===== src/rtl/div_requester_if.sv =====
// Divider request/response bus between div_requester and the long-division divider.
//   master (requester): drives div_en, div_a, div_b, div_is_signed;
//                       receives div_ready, div_q, div_r
//   slave  (divider)  : the mirror image
// div_a/div_b/div_is_signed are read combinationally by the divider for sign
// correction, so the master keeps them stable for the whole operation.
interface div_requester_if;
  logic        div_en;
  logic [31:0] div_a;
  logic [31:0] div_b;
  logic        div_is_signed;
  logic        div_ready;
  logic [31:0] div_q;
  logic [31:0] div_r;

  modport master (
    output div_en, div_a, div_b, div_is_signed,
    input  div_ready, div_q, div_r
  );

  modport slave (
    input  div_en, div_a, div_b, div_is_signed,
    output div_ready, div_q, div_r
  );
endinterface


===== src/rtl/div_requester.sv =====
// Execute-stage front end for RISC-V DIV/DIVU/REM/REMU.
// Issues one operation at a time to the long-division divider, stalls the
// pipeline while it runs, and keeps a one-entry result cache so that the
// matching DIV/REM partner on identical operands completes in one cycle.
// Ports:
//   clk, nrst      clock, synchronous active-low reset
//   req            divide request, held with op/rs1/rs2 stable until done
//   op             [0]=unsigned, [1]=remainder
//   rs1, rs2       dividend, divisor
//   flush          squash the current request
//   busy           high whenever the FSM is not idle
//   done           one-cycle completion pulse
//   result         selected quotient/remainder, held until the next done
//   div_bus        divider handshake (master side)
module div_requester (
  input  logic                   clk,
  input  logic                   nrst,
  input  logic                   req,
  input  logic [1:0]             op,
  input  logic [31:0]            rs1,
  input  logic [31:0]            rs2,
  input  logic                   flush,
  output logic                   busy,
  output logic                   done,
  output logic [31:0]            result,
  div_requester_if.master        div_bus
);

  typedef enum logic [2:0] {
    IDLE,
    ISSUE,
    WAIT,
    DRAIN,
    RESP
  } state_t;

  state_t      state;
  state_t      next_state;

  logic [31:0] a_reg;
  logic [31:0] b_reg;
  logic        signed_reg;
  logic        rem_sel;

  logic        cache_valid;
  logic [31:0] cache_a;
  logic [31:0] cache_b;
  logic        cache_signed;
  logic [31:0] cache_q;
  logic [31:0] cache_r;

  logic        hit;
  logic        accept_hit;
  logic        accept_miss;
  logic        cache_wr;
  logic        load_div;

  // The divider sees the registered operands directly; they only move on a
  // miss-accept, which keeps them stable from ISSUE through div_ready.
  assign div_bus.div_a         = a_reg;
  assign div_bus.div_b         = b_reg;
  assign div_bus.div_is_signed = signed_reg;

  // Signedness is part of the tag: DIV and DIVU on the same bits differ.
  assign hit = cache_valid && (rs1 == cache_a) && (rs2 == cache_b) &&
               ((!op[0]) == cache_signed);

  // State register.
  always_ff @(posedge clk) begin
    if (!nrst) begin
      state <= IDLE;
    end else begin
      state <= next_state;
    end
  end

  // Next-state and control decode. A flush that arrives once the divider has
  // been started cannot cancel it, so the FSM drains the divider and still
  // captures the result into the cache (but never reports it as done).
  always_comb begin
    next_state     = state;
    accept_hit     = 1'b0;
    accept_miss    = 1'b0;
    cache_wr       = 1'b0;
    load_div       = 1'b0;
    busy           = (state != IDLE);
    done           = (state == RESP);
    div_bus.div_en = (state == ISSUE);
    case (state)
      IDLE: begin
        if (req && !flush) begin
          if (hit) begin
            accept_hit = 1'b1;
            next_state = RESP;
          end else begin
            accept_miss = 1'b1;
            next_state  = ISSUE;
          end
        end
      end
      ISSUE: begin
        next_state = flush ? DRAIN : WAIT;
      end
      WAIT: begin
        if (div_bus.div_ready) begin
          cache_wr = 1'b1;
          if (flush) begin
            next_state = IDLE;
          end else begin
            load_div   = 1'b1;
            next_state = RESP;
          end
        end else if (flush) begin
          next_state = DRAIN;
        end
      end
      DRAIN: begin
        if (div_bus.div_ready) begin
          cache_wr   = 1'b1;
          next_state = IDLE;
        end
      end
      RESP: begin
        next_state = IDLE;
      end
      default: begin
        next_state = IDLE;
      end
    endcase
  end

  // Operand, result and cache registers.
  always_ff @(posedge clk) begin
    if (!nrst) begin
      a_reg        <= '0;
      b_reg        <= '0;
      signed_reg   <= 1'b0;
      rem_sel      <= 1'b0;
      result       <= '0;
      cache_valid  <= 1'b0;
      cache_a      <= '0;
      cache_b      <= '0;
      cache_signed <= 1'b0;
      cache_q      <= '0;
      cache_r      <= '0;
    end else begin
      if (accept_miss) begin
        a_reg      <= rs1;
        b_reg      <= rs2;
        signed_reg <= !op[0];
        rem_sel    <= op[1];
      end
      if (accept_hit) begin
        result <= op[1] ? cache_r : cache_q;
      end
      if (load_div) begin
        result <= rem_sel ? div_bus.div_r : div_bus.div_q;
      end
      if (cache_wr) begin
        cache_valid  <= 1'b1;
        cache_a      <= a_reg;
        cache_b      <= b_reg;
        cache_signed <= signed_reg;
        cache_q      <= div_bus.div_q;
        cache_r      <= div_bus.div_r;
      end
    end
  end

endmodule


===== src/flat_wrapper.sv =====
// flat-port wrapper written by rule: the top's interface ports become plain ports
module div_requester_flat 
  (clk, nrst, req, op, rs1, rs2, flush, busy, done, result, div_bus_div_en, div_bus_div_a, div_bus_div_b, div_bus_div_is_signed, div_bus_div_ready, div_bus_div_q, div_bus_div_r);
  div_requester_if div_bus_i ();
  input  logic clk;
  input  logic nrst;
  input  logic req;
  input  logic [1:0] op;
  input  logic [31:0] rs1;
  input  logic [31:0] rs2;
  input  logic flush;
  output logic busy;
  output logic done;
  output logic [31:0] result;
  output wire logic [$bits(div_bus_i.div_en)-1:0] div_bus_div_en;
  output wire logic [$bits(div_bus_i.div_a)-1:0] div_bus_div_a;
  output wire logic [$bits(div_bus_i.div_b)-1:0] div_bus_div_b;
  output wire logic [$bits(div_bus_i.div_is_signed)-1:0] div_bus_div_is_signed;
  input wire logic [$bits(div_bus_i.div_ready)-1:0] div_bus_div_ready;
  input wire logic [$bits(div_bus_i.div_q)-1:0] div_bus_div_q;
  input wire logic [$bits(div_bus_i.div_r)-1:0] div_bus_div_r;
  assign div_bus_div_en = div_bus_i.div_en;
  assign div_bus_div_a = div_bus_i.div_a;
  assign div_bus_div_b = div_bus_i.div_b;
  assign div_bus_div_is_signed = div_bus_i.div_is_signed;
  assign div_bus_i.div_ready = div_bus_div_ready;
  assign div_bus_i.div_q = div_bus_div_q;
  assign div_bus_i.div_r = div_bus_div_r;
  div_requester u_core (.clk(clk), .nrst(nrst), .req(req), .op(op), .rs1(rs1), .rs2(rs2), .flush(flush), .busy(busy), .done(done), .result(result), .div_bus(div_bus_i));
endmodule

===== config.mk =====
export PLATFORM = sky130hd
export DESIGN_NAME = div_requester_flat
export DESIGN_NICKNAME = d
export VERILOG_FILES = /design/src/rtl/div_requester_if.sv /design/src/rtl/div_requester.sv /design/src/flat_wrapper.sv
export SDC_FILE = /design/constraint.sdc
export NUM_CORES = 1
export LEC_CHECK = 0
export ABC_AREA = 1
export CORE_AREA = 2 2 149 151
export DETAILED_ROUTE_END_ITERATION = 7
export DIE_AREA = 0 0 151 153
export PLACE_DENSITY = 0.79
export SYNTH_ARGS = -nofsm -noshare
export SYNTH_HDL_FRONTEND = slang
export SYNTH_SLANG_ARGS = --single-unit
export TNS_END_PERCENT = 1

===== constraint.sdc =====
create_clock -name clk -period 1.95 [get_ports clk]
set_input_delay 0.39 -clock clk [delete_from_list [all_inputs] [get_ports clk]]
set_output_delay 0.39 -clock clk [all_outputs]
set_load 0.05 [all_outputs]

Word-level counts from Yosys, hierarchy flattened. Cells that the tools add are included. Widths: inputs -> output; s select.

Bits in registers: 231. Output and inout bits: 100. Word-level logic and storage cells: 56.

Equality and inequality tests: 10. Mux-type cells: 23. Reductions and logical operators: 11.

Operator list (count): $mux 32 (4); $eq 32x32->1 (2); $mux 3 (6); $mux 1 (12); $pmux 3 s4 (1); $eq 3x2->1 const B (2); $logic_and 1x1->1 (4); $eq 3x1->1 const B (1); $eq 3x3->1 const B (1); $logic_not 3->1 (1); $ne 3x3->1 const B (1); $reduce_and 3->1 (1); $reduce_bool 3->1 (1); $logic_not 1->1 (2); $ne 2x1->1 const B (1); $ne 2x2->1 const B (1); $reduce_bool 2->1 (1); $reduce_or 2->1 (1); $eq 1x1->1 (1).

Logic depth before layout (Yosys ltp). Gate-level depths: netlist (run 1).

Depth in word-level cells: 9. Depth in mapped cells: 15. Mapped depth without buffers: 13.

Worst setup path after synthesis (run 1). OpenSTA, ideal clock, no wires.

Kind: reg-to-reg. Start: reg u_core.state[0]. End: reg u_core.state[0]. Setup time: 0.065 ns. Data arrival time: 1.953 ns. Path slack: -0.068 ns. Cell stages (with the launch flop): 9. Path buffers: 0. Cells stage by stage: dfxtp_1 -> inv_1 -> nor3_1 -> nand2_1 -> nand2_1 -> inv_1 -> nand2_1 -> a21oi_1 -> nor2_1.

Elaborated cells between the ends (all ways): 9. Those cells by class: eq/ne (6); mux (1); reduce/logical (2).

RTL lines: start: declaration (line div_requester.sv:37) `state_t state;`; start signal: assignment (line div_requester.sv:73) `state <= next_state;`; $eq 3x1->1; via div_bus_div_en (line flat_wrapper.sv:15) `output wire logic [$bits(div_bus_i.div_en)-1:0] div_bus_div_en;`; $pmux 3 s4 (line div_requester.sv:89) `case (state)`.

The timed path passes the listed nets, and every way through them passes these cells. A chain may end at the register's enable or synchronous reset.

Final worst setup path (run 1).
Start: reg u_core.cache_b[24]. End: reg u_core.result[4].

Longest elaborated chain between the ends: 7.

Ends and longest elaborated chain: start: declaration (line div_requester.sv:47) `logic [31:0] cache_b;`; start signal: assignment (line div_requester.sv:162) `cache_b <= b_reg;`; $eq 32x32->1 (line div_requester.sv:65) `assign hit = cache_valid && (rs1 == cache_a) && (rs2 == cache_b) &&`; $logic_and 1x1->1 (2 in a row) (line div_requester.sv:65); $mux 1 (line div_requester.sv:92) `if (hit) begin`; $mux 1 (line div_requester.sv:91) `if (req && !flush) begin`; $mux 1 (line div_requester.sv:89); $reduce_bool 2->1 (no source line); end signal: assignment (line div_requester.sv:154) `result <= op[1] ? cache_r : cache_q;`; end signal: assignment (line div_requester.sv:157) `result <= rem_sel ? div_bus.div_r : div_bus.div_q;`; end: declaration (line div_requester.sv:25) `output logic [31:0] result,`.

No other way between the ends.

==> reports/summary.md, run 1 <==
Across the run, the number of max-cap violations was 0. The first detailed-routing pass took 5 iterations. The cts-stage hold buffer count came out at 0. In the layout the commonest cells are nand2_1 (486), a21oi_1 (226), dfxtp_1 (224). The data required time of the critical path is 2410 ps. The dominant register cell in the synthesized netlist was dfxtp_1. The kind of end point of the critical path was a flop. TritonCTS built the clock tree. The tools report the data arrival time at the worst-slack endpoint as 2530 ps. The commonest non-fill, non-tap cell in the layout was nand2_1. In the routed design, unresolved DRC markers number 0. The post-synthesis cell count came out at 1650. The logs give 25 for the CTS buffer count and 0 for the number of max-slew violations in the final report. The critical path is of the reg -> reg type. The share of cells above drive strength 1 came out at 0.146. The total power came out at 12.2 mW. The first global-routing pass estimated 54800 µm of wire. Across all layers, the routed design uses 11.8k vias. Synthesized-area fraction occupied by ao, oa, aoi and oai cells: 0.207. The count of flip-flops with a built-in enable after synthesis was 0. The area of the mapped netlist is 10800 µm². Traced cell by cell, the critical path runs through nand2_1 > nand2_2 > nor2_2 > nand2_1 > nor2_2 > nand2_1 > nor2_2 > nand4_1 > nand2_4 > buf_12 > buf_4 > a21oi_1 > nor2_1. Once detailed placement completed, the half-perimeter wirelength came to 24400 µm. In this run, synthesis produced a sequential element count of 231. The final layout contains 2061 nets.

For the portion of the post-synthesis area used by sequential elements, the log shows 0.427. The detailed router finished its first iteration with 840 violations. The number of global-route vias before repair is 11.0k. From left edge to right edge, the die measures 151 µm. IR analysis of the VDD net gives a maximum drop of 556 µV. Between clock sinks in the finished design, the worst skew comes to 13.8 ps. The share of total power consumed by net switching works out to 0.288.

The clock input transition at the sequential cells of the worst setup and hold paths is 60 ps, and the count of fill cells added during filler insertion is 1767. The total global routing track utilization is 0.292. Family with the most delay on the worst path: simple AND/OR/NAND/NOR gates. The synthesized design spends more area on one cell type than any other, namely dfxtp_1. The run finished, with violations left.

The longest clock path from root to sink contains 3 buffers. In this run the static leakage power is 6.64 nW. The sequential group share of total power was 0.419; the clock group share of total power was 0.390. During placement, the flow inserted port buffers numbering 234. Summed over all layers, the global routing overflow is 0. From synthesis to final layout, the design area changed by 39.0%.

In the final timing run, aggregate negative setup slack is -5080 ps. The largest single stage delay on the critical path is 310 ps. 235 I/O pins were placed. On the critical path, the stage with the largest delay is an instance of dfxtp_2. After detailed routing, the number of vias per cell comes to 5.32.

The time the final worst path needs with I/O delays and setup was 2070 ps. The fraction of synthesized cell area taken by the top area cell type was 0.427. The number of antenna-violating nets in the routed design was 0.

Together, buffers and inverters on the worst path number 2. For the source-to-sink clock delay at the later pin of the worst-skew pair, the log shows 520 ps. The total detailed-routing wirelength came out at 35000 µm. The floorplan has 54 rows. The run gives 0.191 as the logic gate share of total power. The simple-gate share of the synthesized area works out to 0.247. The power density normalized to cell area is 811 nW/µm². When the netlist entered floorplanning its net count stood at 1785. The final worst setup slack was -120 ps; the fraction of the mapped netlist area in adder cells was 0. The checks that failed: negative setup slack. By area, the combinational part of the netlist is dominated by simple AND/OR/NAND/NOR gates. The fmax came out at 0.483 GHz.

The run gives 8.68 mW as the internal power consumption. In the post-synthesis netlist, the biggest area contributors are dfxtp_1 (43%), nand2_1 (17%), a21oi_1 (11%), inv_1 (6.8%), o21ai_0 (6.4%). In this run the worst hold path is classified as in -> reg. Entering global routing, the biggest net connects 97 pins. The run gives 0 as the number of hold violations in the final report. The post-route fraction of the period consumed by the critical path is 1.06.

For the pin with the worst max-slew slack, the measured transition is 517 ps. The H-tree depth reported by CTS is 1, and the smallest hold slack is 200 ps. The tools report the CTS root buffer as clkbuf_16. The clock drives 231 sinks. Each instance of the synthesized netlist takes up on average 6.56 µm². Number of antenna violations at the first check in global routing: 1. The setup-violating endpoint count in the final report came out at 98. The logs give 29 for the number of distinct standard cells referenced by the synthesized netlist and 0.503 for the effective utilization at floorplan.

The vertical die dimension is 153 µm. Dividing the detail-routed wire length by the instance count gives 15.7 µm. In this run the power spent charging and discharging nets is 3.51 mW. The worst setup path is launched from a flop. The max-slew headroom at the worst pin came out at 0.657. The post-synthesis xor/xnor area fraction works out to 0.00810.

The weighted congestion reported at the end of routability-driven placement was 0.904; the area of the die was 23100 µm². The run gives 21500 µm² as the core footprint. The fraction of registers with async set or reset after synthesis was 0. Share of synthesized area spent on multiplexers: 0.

For this run, the number of Yosys warnings is 0. Setup repair after global routing could not meet its margin everywhere. Of all nets on the critical path, the largest fanout is 8.
[timing repair]
| item | 4_1_cts | 5_1_grt |
|---|---|---|
| gates resized for setup | 70 | 55 |
| gates cloned | 2 | 0 |
| setup endpoints to repair | 135 | 103 |
| pin swaps | 4 | 30 |
| setup buffers | 0 | 2 |
[cells in the mapped netlist (6+ instances only)]
cell type / count
buf_1: 6
xnor2_1: 10
nor2_1: 114
buf_2: 14
o21ai_0: 139
a21oi_1: 247
clkbuf_1: 69
nand2_1: 496
a31oi_1: 31
inv_2: 6
dfxtp_1: 231
inv_1: 196
nand4_1: 13
nand3_1: 35
buf_6: 7
nor3_1: 7
[state kept, by name (all words and copies together) (netlist names), 3 cells and up]
register	flops
u_core.cache_r	32
u_core.cache_a	32
u_core.cache_q	32
u_core.result	32
u_core.cache_b	32
u_core.state	3
u_core.div_bus.div_a	32
u_core.div_bus.div_b	32
[worst min-delay path: cells and delay by family]
| kind | cells | cell delay (ps) |
|---|---|---|
| buffers and inverters | 1 | 150 |
| AND/OR/NAND/NOR | 1 | 90 |
| AO/OA/AOI/OAI | 1 | 50 |
[kinds of logic (layout without fill, tap and decap cells)]
group / after synthesis / after routing
XOR/XNOR: 10 / 10
buffers and inverters: 300 / 593
flip-flops: 231 / 231
AND/OR/NAND/NOR: 676 / 676
AO/OA/AOI/OAI: 433 / 433
other: 0 / 1
[worst paths after layout]
| path | endpoint | slack, ps | depth (start not counted) | startpoint |
|---|---|---|---|---|
| max | u_core.result[4] | -120 | 13 | u_core.cache_b[24] |
| min | u_core.div_bus.div_a[4] | 200 | 3 | rs1[4] |
| max reg2reg | u_core.result[4] | -120 | 13 | u_core.cache_b[24] |
| min reg2reg | u_core.cache_r[26] | 440 | 2 | u_core.cache_r[26] |
[area by class of cell]
type                    count  area, µm²  share of cell area
diodes                      1       2.50            0.000166
well taps                 280        350              0.0233
clock buffers              35        713              0.0474
inverters                 202        761              0.0506
multi-input cells        1119       5190               0.345
clock inverters             9        108             0.00716
repair buffers            347       3280               0.218
flip-flops and latches    231       4630               0.308
[power groups by stage]
stage / Combinational, mW / Clock [mW] / Sequential, mW
after floorplan: 0.983 / 0 / 5.48
after global placement: 2.24 / 0 / 5.19
after detailed placement: 2.27 / 0 / 5.19
after CTS: 2.28 / 4.79 / 5.09
after global routing: 2.52 / 4.99 / 5.12
final: 2.33 / 4.76 / 5.10
[per-layer routing]
| metal | wire length (µm) | global-route usage | vias up |
|---|---|---|---|
| met5 | 0 | 0 | - |
| met4 | 1280 | 0.112 | 0 |
| met3 | 3410 | 0.0630 | 89 |
| met2 | 16600 | 0.484 | 525 |
| met1 | 13700 | 0.371 | 5397 |
| li1 | - | - | 5813 |
[through the flow]
step,cells,worst slack [ps],util,instance area [µm²]
6_report,2224,-120,0.700,15000
5_1_grt,2224,-187,0.700,15000
4_1_cts,2221,-60.9,0.691,14900
3_5_place_dp,2175,-682,0.651,14000
3_3_place_gp,2175,-605,0.651,14000
2_1_floorplan,1650,69.8,-,10800
(Power assumes the default switching activity.)
==> inputs of run 2 (changes only) <==
--- a/config.mk
+++ b/config.mk
@@ -10,6 +10,7 @@
 export DETAILED_ROUTE_END_ITERATION = 7
 export DIE_AREA = 0 0 151 153
 export PLACE_DENSITY = 0.79
+export SETUP_SLACK_MARGIN = 0.2
 export SYNTH_ARGS = -nofsm -noshare
 export SYNTH_HDL_FRONTEND = slang
 export SYNTH_SLANG_ARGS = --single-unit
==> reports/summary.md, run 2 (synthesis gave the netlist of run 1 again) <==
The vertical die dimension was 153 µm (unchanged). The routed wire length per instance was 16.7 µm (was 15.7 µm); the data arrival time at the worst-slack endpoint was 2500 ps (was 2530 ps). The detailed-route vias per instance is 5.41 (was 5.32), and the transition at the pin with the smallest max-transition slack is 448 ps (was 517 ps).

For the area used by multi-input combinational logic, the log shows 5350 µm² (was 5190 µm²). The count of fill cells added during filler insertion is 1650 (was 1767). The number of max-capacitance violations reported was 0 (unchanged); the DRC violation count after routing was 0 (unchanged).

The data required time of the critical path is 2390 ps (was 2410 ps). TritonCTS built the clock tree. The run gives 0.295 (was 0.292) as the total global routing track utilization. The detailed-routing iteration count for the pre-antenna-repair pass was 6 (was 5). The tools report the timing startpoint of the critical path as u_core.cache_b[25] (was u_core.cache_b[24]). The logic gate share of total power was 0.205 (was 0.191); the standard-cell row count was 54 (unchanged).

The max-slew headroom at the worst pin is 0.699 (was 0.657), and the post-route fraction of the period consumed by the critical path is 1.06 (about the same). Failing checks: negative setup slack (unchanged). The logs give 25 (unchanged) for the CTS buffer count and 8.79 mW (was 8.68 mW) for the internal power consumption. Weighted congestion reported at the end of routability-driven placement: 0.904 (unchanged).

The category of the critical setup timing path is reg -> reg (unchanged). The worst-case clock buffer depth is 3 (unchanged), and the clock sink total is 231 (unchanged). The number of antenna-violating nets in the routed design is 0 (unchanged), and the number of max-slew violations in the final report is 0 (unchanged).

The number of stages on the worst hold path works out to 3 (unchanged). The logs give 0 (unchanged) for the cts-stage hold buffer count and 1 (unchanged) for the H-tree depth reported by CTS. The setup slack of the most critical reg-to-reg path came out at -110 ps (was -120 ps). Kind of end point of the critical path: a flop (unchanged).

The share of cells above drive strength 1 was 0.201 (was 0.146); the total detailed-routing wirelength was 37500 µm (was 35000 µm). Share of total power consumed by net switching: 0.293 (was 0.288). Setup-violating endpoint count in the final report: 94 (was 98). The area of the die is 23100 µm² (unchanged), and the port buffer count is 234 (unchanged). The effective utilization at floorplan came out at 0.503 (unchanged). The tools report the detailed placement HPWL as 24400 µm (unchanged).

The worst min-delay path category is in -> reg (unchanged). The startpoint of the worst-slack reg-to-reg timing path is u_core.cache_b[25] (was u_core.cache_b[24]). For the smallest hold slack, the log shows 187 ps (was 200 ps). CTS root buffer: clkbuf_16 (unchanged).

Setup repair after global routing could not meet its margin everywhere. The relative area change from synthesis to final layout works out to 44.1% (was 39.0%). The number of global-route vias before repair came out at 11.1k (was 11.0k). The category of the worst setup path launch point is a flop (unchanged). The post-placement setup slack was -682 ps (unchanged); the source-to-sink clock delay at the later pin of the worst-skew pair was 520 ps (about the same). Most frequent cells in the layout: nand2_1 (461), a21oi_1 (222), dfxtp_1 (212) (was nand2_1 (486), a21oi_1 (226), dfxtp_1 (224)). The logs give 21500 µm² (unchanged) for the core footprint and -110 ps (was -120 ps) for the final worst setup slack. The logs give 558 µV (was 556 µV) for the worst vdd rail ir drop and 1 (unchanged) for the number of antenna violations at the first check in global routing.

The critical hold path startpoint is rs2[30] (was rs1[4]). The count of cells along the worst register-to-register path came out at 15 (was 13). The I/O pin count came out at 235 (unchanged). The final setup skew is 13.5 ps (was 13.8 ps). The tools report the total global routing overflow as 0 (unchanged).

The power density normalized to cell area is 797 nW/µm² (was 811 nW/µm²), and the post-layout net count is 2080 (was 2061). The wire length of the first global-routing pass was 55300 µm (was 54800 µm). The horizontal die dimension is 151 µm (unchanged).

Commonest non-fill, non-tap cell in the layout: nand2_1 (unchanged). The run gives 97 (unchanged) as the largest net degree at the start of global routing. The run gives 12.1k (was 11.8k) as the via count. The clock input transition at the sequential cells of the worst setup and hold paths works out to 60 ps (about the same). The logs give 0.384 (was 0.390) for the clock group share of total power and 0.485 GHz (was 0.483 GHz) for the fmax.

The time the final worst path needs with I/O delays and setup was 2060 ps (was 2070 ps). The logs give 6.68 nW (was 6.64 nW) for the reported leakage power and 869 (was 840) for the number of DRC violations after detailed-routing iteration 0. For the net switching power figure, the log shows 3.64 mW (was 3.51 mW). The flow ran to the end, but the final reports show violations. The run gives 4660 µm² (was 4630 µm²) as the sequential cell area. The number of hold violations in the final report was 0 (unchanged); the sequential group share of total power was 0.411 (was 0.419). Peak fanout along the critical path: 14 (was 8).
[run 2: cell types whose count changed in the layout (fill, tap and decap cells not counted), sizes merged, moves of 6 or more]
cell / change
clkdlybuf4s15: +35
dlygate4sd2: -23
buf: +13
clkdlybuf4s50: -11
clkbuf: +6
[run 2: final timing paths]
path | end
worst max-delay path | u_core.div_bus.div_b[5]
worst min-delay path | u_core.div_bus.div_b[30]
worst max register to register | u_core.div_bus.div_b[5]
worst min register to register | u_core.cache_r[22]
[run 2: metrics by stage]
step	power [mW]	cell area, µm²	util	setup TNS (ps)	cells
finish	12.4	15600	0.726	-4990	2243
floorplan	6.46	10800	-	0	1650
global route	12.9	15600	0.726	-17520	2243
detailed placement	7.47	14000	0.651	-63560	2175
global placement	7.42	14000	0.651	-55730	2175
CTS	12.2	15000	0.700	-46.4	2226
[run 2: layer usage]
layer | routed length, µm | track usage
met1 | 14300 | 0.374
met2 | 17600 | 0.488
met3 | 3790 | 0.0633
met4 | 1770 | 0.115
met5 | 0 | 0
[run 2: what timing repair did]
action,4_1_cts,5_1_grt
setup buffers,5,8
endpoints found under the setup margin,138,103
cloned,2,8
resized for setup,188,101
pin swaps,28,42
[run 2: area by class of cell]
type,count,share of cell area
antenna,1,0.000161
clock buffer,35,0.0457
clock inverter,9,0.00690
inverter,202,0.0498
multi-input combinational,1119,0.343
sequential,231,0.299
tap,280,0.0225
timing repair buffer,366,0.233
[run 2: critical path: stages (launching register included)]
cell,delay (ps)
dfxtp_2,350
inv_1,70
nand2_2,70
nand2_1,70
nor2_1,130
nand2_2,80
nor2_4,120
nand2_1,70
nor2_2,130
buf_4,130
nand3_4,90
nand3_4,130
buf_4,170
clkbuf_16,170
nand2_1,60
a21oi_1,140
[run 2: power groups by stage]
stage / registers [mW] / clock network [mW] / logic (mW)
2_1_floorplan: 5.48 / 0 / 0.983
4_1_cts: 5.10 / 4.79 / 2.31
3_5_place_dp: 5.19 / 0 / 2.27
3_3_place_gp: 5.19 / 0 / 2.24
6_report: 5.11 / 4.77 / 2.55
5_1_grt: 5.13 / 4.99 / 2.73
